<file path="config.mk">
export PLATFORM = sky130hd
export DESIGN_NAME = alu_seq_arbiter_flat
export DESIGN_NICKNAME = d
export VERILOG_FILES = /design/src/rtl/alu_seq_pkg.sv /design/src/rtl/alu_seq_arbiter_if.sv /design/src/rtl/alu_seq_arbiter.sv /design/src/flat_wrapper.sv
export SDC_FILE = /design/constraint.sdc
export NUM_CORES = 1
export LEC_CHECK = 0
export CORE_MARGIN = 5
export CORE_UTILIZATION = 46
export DETAILED_ROUTE_END_ITERATION = 7
export PLACE_DENSITY = 0.84
export SLEW_MARGIN = 15
export SYNTH_ARGS = -nofsm -noshare
export SYNTH_HDL_FRONTEND = slang
export SYNTH_SLANG_ARGS = --single-unit
</file>
<file path="constraint.sdc">
create_clock -name clk -period 3.5 [get_ports clk]
set_clock_uncertainty 0.1 [all_clocks]
set_input_delay 0.7 -clock clk [delete_from_list [all_inputs] [get_ports clk]]
set_output_delay 0.7 -clock clk [all_outputs]
set_load 0.01 [all_outputs]
</file>
<file path="src/rtl/alu_seq_pkg.sv">
// Shared types and constants for the sequential MUL/DIV unit that borrows the core ALU.
package alu_seq_pkg;

    localparam int unsigned XLEN  = 32;
    localparam int unsigned ITER  = 32;
    localparam int unsigned CNT_W = 6;

    localparam logic [3:0] ALU_ADD   = 4'b0000;
    localparam logic [3:0] ALU_SUB   = 4'b1000;
    localparam logic [3:0] ALU_SLL   = 4'b0001;
    localparam logic [3:0] ALU_SLT   = 4'b0010;
    localparam logic [3:0] ALU_SLTU  = 4'b0011;
    localparam logic [3:0] ALU_XOR   = 4'b0100;
    localparam logic [3:0] ALU_SRL   = 4'b0101;
    localparam logic [3:0] ALU_SRA   = 4'b1101;
    localparam logic [3:0] ALU_OR    = 4'b0110;
    localparam logic [3:0] ALU_AND   = 4'b0111;
    localparam logic [3:0] ALU_PASSB = 4'b1111;

    typedef enum logic [1:0] {
        OP_MUL  = 2'b00,
        OP_DIVU = 2'b01,
        OP_REMU = 2'b10,
        OP_RSVD = 2'b11
    } req_op_e;

    typedef enum logic [1:0] {
        S_IDLE = 2'b00,
        S_MUL  = 2'b01,
        S_DIV  = 2'b10,
        S_DONE = 2'b11
    } state_e;

endpackage

</file>
<file path="src/rtl/alu_seq_arbiter_if.sv">
// Request/response, core datapath and shared-ALU signals of alu_seq_arbiter.
interface alu_seq_arbiter_if;
    import alu_seq_pkg::*;

    logic            req_valid;
    logic            req_ready;
    logic [1:0]      req_op;
    logic [XLEN-1:0] req_a;
    logic [XLEN-1:0] req_b;
    logic            resp_valid;
    logic            resp_ready;
    logic [XLEN-1:0] resp_data;
    logic            resp_illegal;
    logic [XLEN-1:0] core_a;
    logic [XLEN-1:0] core_b;
    logic [3:0]      core_op;
    logic            core_stall;
    logic [XLEN-1:0] alu_a;
    logic [XLEN-1:0] alu_b;
    logic [3:0]      alu_op;
    logic [XLEN-1:0] alu_res;

    // Environment side: issues requests, owns the core datapath and the ALU.
    modport master (
        output req_valid, req_op, req_a, req_b, resp_ready, core_a, core_b, core_op, alu_res,
        input  req_ready, resp_valid, resp_data, resp_illegal, core_stall, alu_a, alu_b, alu_op
    );

    // Arbiter side.
    modport slave (
        input  req_valid, req_op, req_a, req_b, resp_ready, core_a, core_b, core_op, alu_res,
        output req_ready, resp_valid, resp_data, resp_illegal, core_stall, alu_a, alu_b, alu_op
    );

endinterface

</file>
<file path="src/rtl/alu_seq_arbiter.sv">
// Sequential MUL/DIVU/REMU engine that time-shares the core ALU, stalling the core while busy.
// DIVU/REMU are built only when ALU_SEQ_DIV_EN is defined; otherwise they report illegal.
module alu_seq_arbiter
    import alu_seq_pkg::*;
(
    input  logic               clk,
    input  logic               rst_n,
    alu_seq_arbiter_if.slave   bus
);

    state_e            state, state_nx;
    logic [CNT_W-1:0]  cnt;
    req_op_e           op;
    logic [XLEN-1:0]   opa, opb, acc, rem, quot, result;
    logic              illegal;
    logic              resp_valid, resp_illegal;
    logic [XLEN-1:0]   resp_data;
    logic              entry_illegal, entry_divz, last_iter;
    logic              req_ready, core_stall;
    logic [XLEN-1:0]   alu_a, alu_b;
    logic [3:0]        alu_op;

`ifdef ALU_SEQ_DIV_EN
    logic [XLEN-1:0]   partial;
    logic              ge;

    // Next partial remainder brings in dividend bits MSB first.
    always_comb begin
        partial = {rem[XLEN-2:0], opa[5'(ITER - 1) - cnt[4:0]]};
        ge      = (partial >= opb);
    end
`endif

    // Request classification at the handshake.
    always_comb begin
        entry_illegal = (req_op_e'(bus.req_op) == OP_RSVD);
        entry_divz    = 1'b0;
`ifdef ALU_SEQ_DIV_EN
        entry_divz    = !entry_illegal && (req_op_e'(bus.req_op) != OP_MUL) && (bus.req_b == '0);
`else
        entry_illegal = (req_op_e'(bus.req_op) != OP_MUL);
`endif
    end

    assign last_iter = (cnt == CNT_W'(ITER - 1));

    always_comb begin
        result = acc;
        if (illegal) begin
            result = '0;
        end else begin
            case (op)
                OP_DIVU: result = quot;
                OP_REMU: result = rem;
                default: result = acc;
            endcase
        end
    end

    // Next state and ALU ownership.
    always_comb begin
        state_nx   = state;
        req_ready  = 1'b0;
        core_stall = 1'b1;
        alu_a      = acc;
        alu_b      = opb;
        alu_op     = ALU_ADD;
        case (state)
            S_IDLE: begin
                req_ready  = 1'b1;
                core_stall = 1'b0;
                alu_a      = bus.core_a;
                alu_b      = bus.core_b;
                alu_op     = bus.core_op;
                if (bus.req_valid) begin
                    if (entry_illegal || entry_divz)
                        state_nx = S_DONE;
                    else if (req_op_e'(bus.req_op) == OP_MUL)
                        state_nx = S_MUL;
                    else
                        state_nx = S_DIV;
                end
            end
            S_MUL: begin
                alu_a  = acc;
                alu_b  = opa << cnt[4:0];
                alu_op = ALU_ADD;
                if (last_iter)
                    state_nx = S_DONE;
            end
`ifdef ALU_SEQ_DIV_EN
            S_DIV: begin
                alu_a  = partial;
                alu_b  = opb;
                alu_op = ALU_SUB;
                if (last_iter)
                    state_nx = S_DONE;
            end
`endif
            S_DONE: begin
                if (resp_valid && bus.resp_ready)
                    state_nx = S_IDLE;
            end
            default: state_nx = S_IDLE;
        endcase
    end

    always_ff @(posedge clk) begin
        if (!rst_n) begin
            state        <= S_IDLE;
            cnt          <= '0;
            op           <= OP_MUL;
            opa          <= '0;
            opb          <= '0;
            acc          <= '0;
            rem          <= '0;
            quot         <= '0;
            illegal      <= 1'b0;
            resp_valid   <= 1'b0;
            resp_data    <= '0;
            resp_illegal <= 1'b0;
        end else begin
            state <= state_nx;
            case (state)
                S_IDLE: begin
                    if (bus.req_valid) begin
                        op      <= req_op_e'(bus.req_op);
                        opa     <= bus.req_a;
                        opb     <= bus.req_b;
                        cnt     <= '0;
                        acc     <= '0;
                        rem     <= '0;
                        quot    <= '0;
                        illegal <= entry_illegal;
                        // Divide by zero: quotient all ones, remainder is the dividend.
                        if (entry_divz) begin
                            quot <= '1;
                            rem  <= bus.req_a;
                        end
                    end
                end
                S_MUL: begin
                    if (opb[cnt[4:0]])
                        acc <= bus.alu_res;
                    cnt <= cnt + CNT_W'(1);
                end
`ifdef ALU_SEQ_DIV_EN
                S_DIV: begin
                    rem  <= ge ? bus.alu_res : partial;
                    quot <= {quot[XLEN-2:0], ge};
                    cnt  <= cnt + CNT_W'(1);
                end
`endif
                S_DONE: begin
                    if (!resp_valid) begin
                        resp_valid   <= 1'b1;
                        resp_data    <= result;
                        resp_illegal <= illegal;
                    end else if (bus.resp_ready) begin
                        resp_valid <= 1'b0;
                    end
                end
                default: ;
            endcase
        end
    end

    assign bus.req_ready    = req_ready;
    assign bus.core_stall   = core_stall;
    assign bus.alu_a        = alu_a;
    assign bus.alu_b        = alu_b;
    assign bus.alu_op       = alu_op;
    assign bus.resp_valid   = resp_valid;
    assign bus.resp_data    = resp_data;
    assign bus.resp_illegal = resp_illegal;

endmodule

</file>
<file path="src/flat_wrapper.sv">
// flat-port wrapper written by rule: the top's interface ports become plain ports
module alu_seq_arbiter_flat import alu_seq_pkg::*;
  (clk, rst_n, bus_req_valid, bus_req_op, bus_req_a, bus_req_b, bus_resp_ready, bus_core_a, bus_core_b, bus_core_op, bus_alu_res, bus_req_ready, bus_resp_valid, bus_resp_data, bus_resp_illegal, bus_core_stall, bus_alu_a, bus_alu_b, bus_alu_op);
  alu_seq_arbiter_if bus_i ();
  input  logic clk;
  input  logic rst_n;
  input wire logic [$bits(bus_i.req_valid)-1:0] bus_req_valid;
  input wire logic [$bits(bus_i.req_op)-1:0] bus_req_op;
  input wire logic [$bits(bus_i.req_a)-1:0] bus_req_a;
  input wire logic [$bits(bus_i.req_b)-1:0] bus_req_b;
  input wire logic [$bits(bus_i.resp_ready)-1:0] bus_resp_ready;
  input wire logic [$bits(bus_i.core_a)-1:0] bus_core_a;
  input wire logic [$bits(bus_i.core_b)-1:0] bus_core_b;
  input wire logic [$bits(bus_i.core_op)-1:0] bus_core_op;
  input wire logic [$bits(bus_i.alu_res)-1:0] bus_alu_res;
  output wire logic [$bits(bus_i.req_ready)-1:0] bus_req_ready;
  output wire logic [$bits(bus_i.resp_valid)-1:0] bus_resp_valid;
  output wire logic [$bits(bus_i.resp_data)-1:0] bus_resp_data;
  output wire logic [$bits(bus_i.resp_illegal)-1:0] bus_resp_illegal;
  output wire logic [$bits(bus_i.core_stall)-1:0] bus_core_stall;
  output wire logic [$bits(bus_i.alu_a)-1:0] bus_alu_a;
  output wire logic [$bits(bus_i.alu_b)-1:0] bus_alu_b;
  output wire logic [$bits(bus_i.alu_op)-1:0] bus_alu_op;
  assign bus_i.req_valid = bus_req_valid;
  assign bus_i.req_op = bus_req_op;
  assign bus_i.req_a = bus_req_a;
  assign bus_i.req_b = bus_req_b;
  assign bus_i.resp_ready = bus_resp_ready;
  assign bus_i.core_a = bus_core_a;
  assign bus_i.core_b = bus_core_b;
  assign bus_i.core_op = bus_core_op;
  assign bus_i.alu_res = bus_alu_res;
  assign bus_req_ready = bus_i.req_ready;
  assign bus_resp_valid = bus_i.resp_valid;
  assign bus_resp_data = bus_i.resp_data;
  assign bus_resp_illegal = bus_i.resp_illegal;
  assign bus_core_stall = bus_i.core_stall;
  assign bus_alu_a = bus_i.alu_a;
  assign bus_alu_b = bus_i.alu_b;
  assign bus_alu_op = bus_i.alu_op;
  alu_seq_arbiter u_core (.clk(clk), .rst_n(rst_n), .bus(bus_i));
endmodule
</file>
==> results.txt <==
- Register area share after synthesis: 0.362
- Summed over all layers, the global routing overflow is 0.
- Endpoint required time on the critical path: 2.70 ns
* Final HPWL from detailed placement: 21700 um
- Of the total synthesized cell area, the portion taken by AND, OR, NAND and NOR gates is 0.148.
- In this run the critical register-to-register path is launched from u_core.cnt[0]$_SDFFE_PN0P_.
* Synth cell types: 54
* Number of rows created at floorplan: 47
- Summing every instance area after synthesis gives 0.00779 sq mm.
* Share of cells above drive strength 1: 0.185
* Leading register cell type out of synthesis: dfxtp_1
- Slew headroom: 0.566
* Clock transition at the registers of the reported paths: 0.07 ns
- Min-delay src: u_core.op[1]$_SDFFE_PN0P_
* Top-level port count: 274
- Highest-count cells in the layout ignoring fill and taps: 252 x clkdlybuf4s50_1, 153 x nand2_1, 137 x dfxtp_1
- Setup repair after global routing could not meet its margin everywhere.
- STA classifies the critical path endpoint as a primary output.
- The final hold violation count is 0.
- Of all nets on the critical path, the largest fanout is 5.
- In this run the critical register-to-register path is captured at u_core.acc[12]$_SDFFE_PN0P_.
- The clock reaches the later pin of the worst-skew pair after 0.42 ns.
- Non-Filler Instances: 1372
- Post-synthesis compound-gate area fraction: 0.204
- TritonCTS built the clock tree.
- CP max stage delay: 0.48 ns
* Number of DRC violations after detailed routing: 0
- The Yosys step of the flow raised 0 warnings.
* Via count of the first global-routing pass: 8165
* Cells on Worst Hold Path: 2
* Cells along the critical path: buf_4 -> mux2_2 -> mux2i_2 -> mux2_2 -> nor3_1 -> a221o_1 -> clkdlybuf4s50_1
- After detailed routing, the average wire length per cell comes to 21.2 um.
* Setup slack of the most critical reg-to-reg path: 0.48 ns
- Post-synthesis share of cell area spent on full adders, half adders and majority gates: 0.00161
* Crit path launch: u_core.cnt[1]$_SDFFE_PN0P_
* Starting utilization of the core area: 0.470
* Slew at the pin closest to its max-slew limit: 0.648 ns
- Post-Place Cells: 1323
- Leakage power summed over all cells: 4.30 nW
- Of all flip-flops after synthesis, the portion carrying an async set or reset was 0.
- The routed design could run at a clock period as short as 3.48 ns.
- The core region is 0.0166 sq mm.
- Of the post-synthesis cell area, the dominant cell type holds 0.362.
* Deepest clock path buffer count: 2
* Signal arrival time at the worst endpoint: 2.68 ns
* Vertical extent of the die: 140 um
* Total number of vias: 8083
- After detailed routing, the number of vias per cell comes to 5.89.
* Relative contribution of sequential cells to total power: 0.355
- Compared with the post-synthesis result, the final layout area differs by 49.8%.
- Top cell by count, worst path: mux2_2
* Area of the die: 0.0196 sq mm
* Weighted congestion reported at the end of routability-driven placement: 0.988
- Root Buffer: clkbuf_16
- Initial DRT Pass Iterations: 5
* Pin count of the biggest net entering global routing: 109
- The final max-slew violation count came to 0.
- Of the total power, combinational logic draws 0.294.
- Post-synthesis net count: 1048
- Post-Syn Instances: 877
* Count of antenna diodes in the layout: 0
- Of the total power, the share spent switching nets is 0.314.
- CTS Sinks: 141
* Cell internal pwr: 0.00350 W
- Most common cell after layout, fill and taps aside: clkdlybuf4s50_1
- Total Wirelength: 29100 um
* Power Density: 437 mW/mm^2
- During placement, the flow inserted port buffers numbering 273.
- Xor/xnor cell area share of the yosys netlist: 0.00112
* Worst Hold Endpoint: u_core.op[1]$_SDFFE_PN0P_
* EDFF count, synth: 0
- Worst min path class: reg2reg
- Status: complete, no violations
- In this run the horizontal extent of the chip is 140 um.
- Count of antenna-violating nets left after detailed routing: 0
* Final #Nets: 1310
- Main area contributors after synthesis: dfxtp_1 36%, mux4_2 9.2%, mux2_2 7.9%
- Cell with the biggest individual delay on the critical path: clkdlybuf4s50_1
- R2r worst-path depth: 9
- Largest family of logic cells by synthesized area: multiplexers
- The critical path is of the reg2out type.
* Finished Core Util: 0.704
- The worst setup path is launched from a register.
- After synthesis, the share of cell area in mux cells is 0.225.
- VDD sags by at most 0.000351 V.
* Filler Cells Inserted: 1286
- Global-route wire length before repair: 45300 um
* Final clock period utilization by the worst path: 0.994
- Synthesis inferred 141 register bits.
- In this run the mean area of a mapped cell was 8.89 sq um.
- Number of maximum-capacitance violations: 0
* H-tree Lvls: 4
* Finish-stage setup viols: 0
* Library cell with the largest summed area after synthesis: dfxtp_1
* Part of the total power dissipated in the clock network: 0.351
- Net switching power of the design: 0.00160 W
- Initial antenna violation count: 0
* TritonCTS buffer count: 17
- GRT Util Overall: 0.288
* Maximum clock frequency: 0.288 GHz
- DR iter-0 viols: 727
final cells by class:
class | count | area [sq um] | share of cell area
clock buffer | 17 | 425 | 0.0364
clock inverter | 15 | 154 | 0.0132
inverter | 16 | 63.8 | 0.00547
multi-input combinational | 641 | 4690 | 0.402
sequential | 141 | 2840 | 0.243
tap | 220 | 275 | 0.0236
timing repair buffer | 322 | 3230 | 0.277
cells in the mapped netlist, drive strengths merged, types with 2 or more instances:
library cell	count
nand2	154
dfxtp	141
a21oi	89
nor2	67
mux2	58
a22oi	49
clkbuf	43
mux2i	38
buf	36
a22o	34
mux4	32
o21ai	25
inv	13
nor2b	9
and2	7
nor3	7
a221oi	6
a222oi	6
nand2b	6
nand3	6
a211oi	5
a221o	4
or2	4
or3	4
a31oi	3
clkinv	3
nand4	3
o221ai	3
a2bb2oi	2
a32oi	2
and3	2
nor4	2
o22ai	2
o31ai	2
stage by stage:
stage	total power, W	hold slack, ns	TNS [ns]	worst slack (ns)	area [sq um]
2_1_floorplan	0.00256	0.336	0	0.757	7790
3_3_place_gp	0.00327	0.354	0	0.127	10800
3_5_place_dp	0.00328	0.359	0	0.105	10800
4_1_cts	0.00509	0.367	-0.0529	-0.0502	11500
5_1_grt	0.00532	0.393	-0.114	-0.0386	11700
6_report	0.00510	0.369	0	0.0224	11700
layer usage:
metal	vias to the layer above	wire, um	GRT usage	part of all wire
li1	3720	-	-	-
met1	3842	11000	0.340	0.38
met2	443	14300	0.491	0.49
met3	78	2710	0.0890	0.093
met4	0	1040	0.107	0.036
met5	-	0	0	0
worst max-delay path: cells and delay by family, from the launching register on:
family,cells,cell delay (ns)
mux,3,0.90
buf+inv,2,0.61
simple gates,1,0.08
compound gates,1,0.27
flops,1,0.39
cells by family after synthesis:
group	after synthesis
and+or+nand+nor	274
AOI/OAI and AO/OA	237
DFF	141
muxes	128
buffers and inverters	95
xor gates and xnor gates	1
adders and majority gates	1
sequential cells by signal, summed over array words and instances (netlist names):
name,cells
u_core.bus.resp_illegal,1
u_core.bus.resp_data,32
u_core.cnt,6
u_core.opb,32
u_core.acc,32
u_core.opa,32
u_core.bus.resp_valid,1
u_core.op,2
u_core.illegal,1
u_core.state,2
worst max-delay path by stage:
| stage | end | slack (ns) | cells after the start |
|---|---|---|---|
| final | bus_alu_b[7] | 0.02 | 7 |
| after global routing | bus_alu_b[4] | -0.04 | 8 |
| after CTS | bus_alu_b[25] | -0.05 | 7 |
| after detailed placement | bus_alu_b[25] | 0.10 | 7 |
| after global placement | bus_alu_b[25] | 0.13 | 7 |
| after floorplan | bus_alu_b[15] | 0.76 | 6 |
power by group through the flow:
stage | Sequential [W] | Combinational, W | Clock, W
floorplan | 0.00180 | 0.000762 | 0
global placement | 0.00185 | 0.00142 | 0
detailed placement | 0.00185 | 0.00143 | 0
CTS | 0.00181 | 0.00146 | 0.00182
global route | 0.00182 | 0.00160 | 0.00190
finish | 0.00181 | 0.00150 | 0.00179
timing repair:
action	CTS	global route
hold buffers	0	0
endpoints found under the setup margin	29	14
cloned	1	0
pin swaps	1	3
resized for setup	42	29
buffers inserted	9	7
Note: power is estimated with default switching activity, not from simulation.
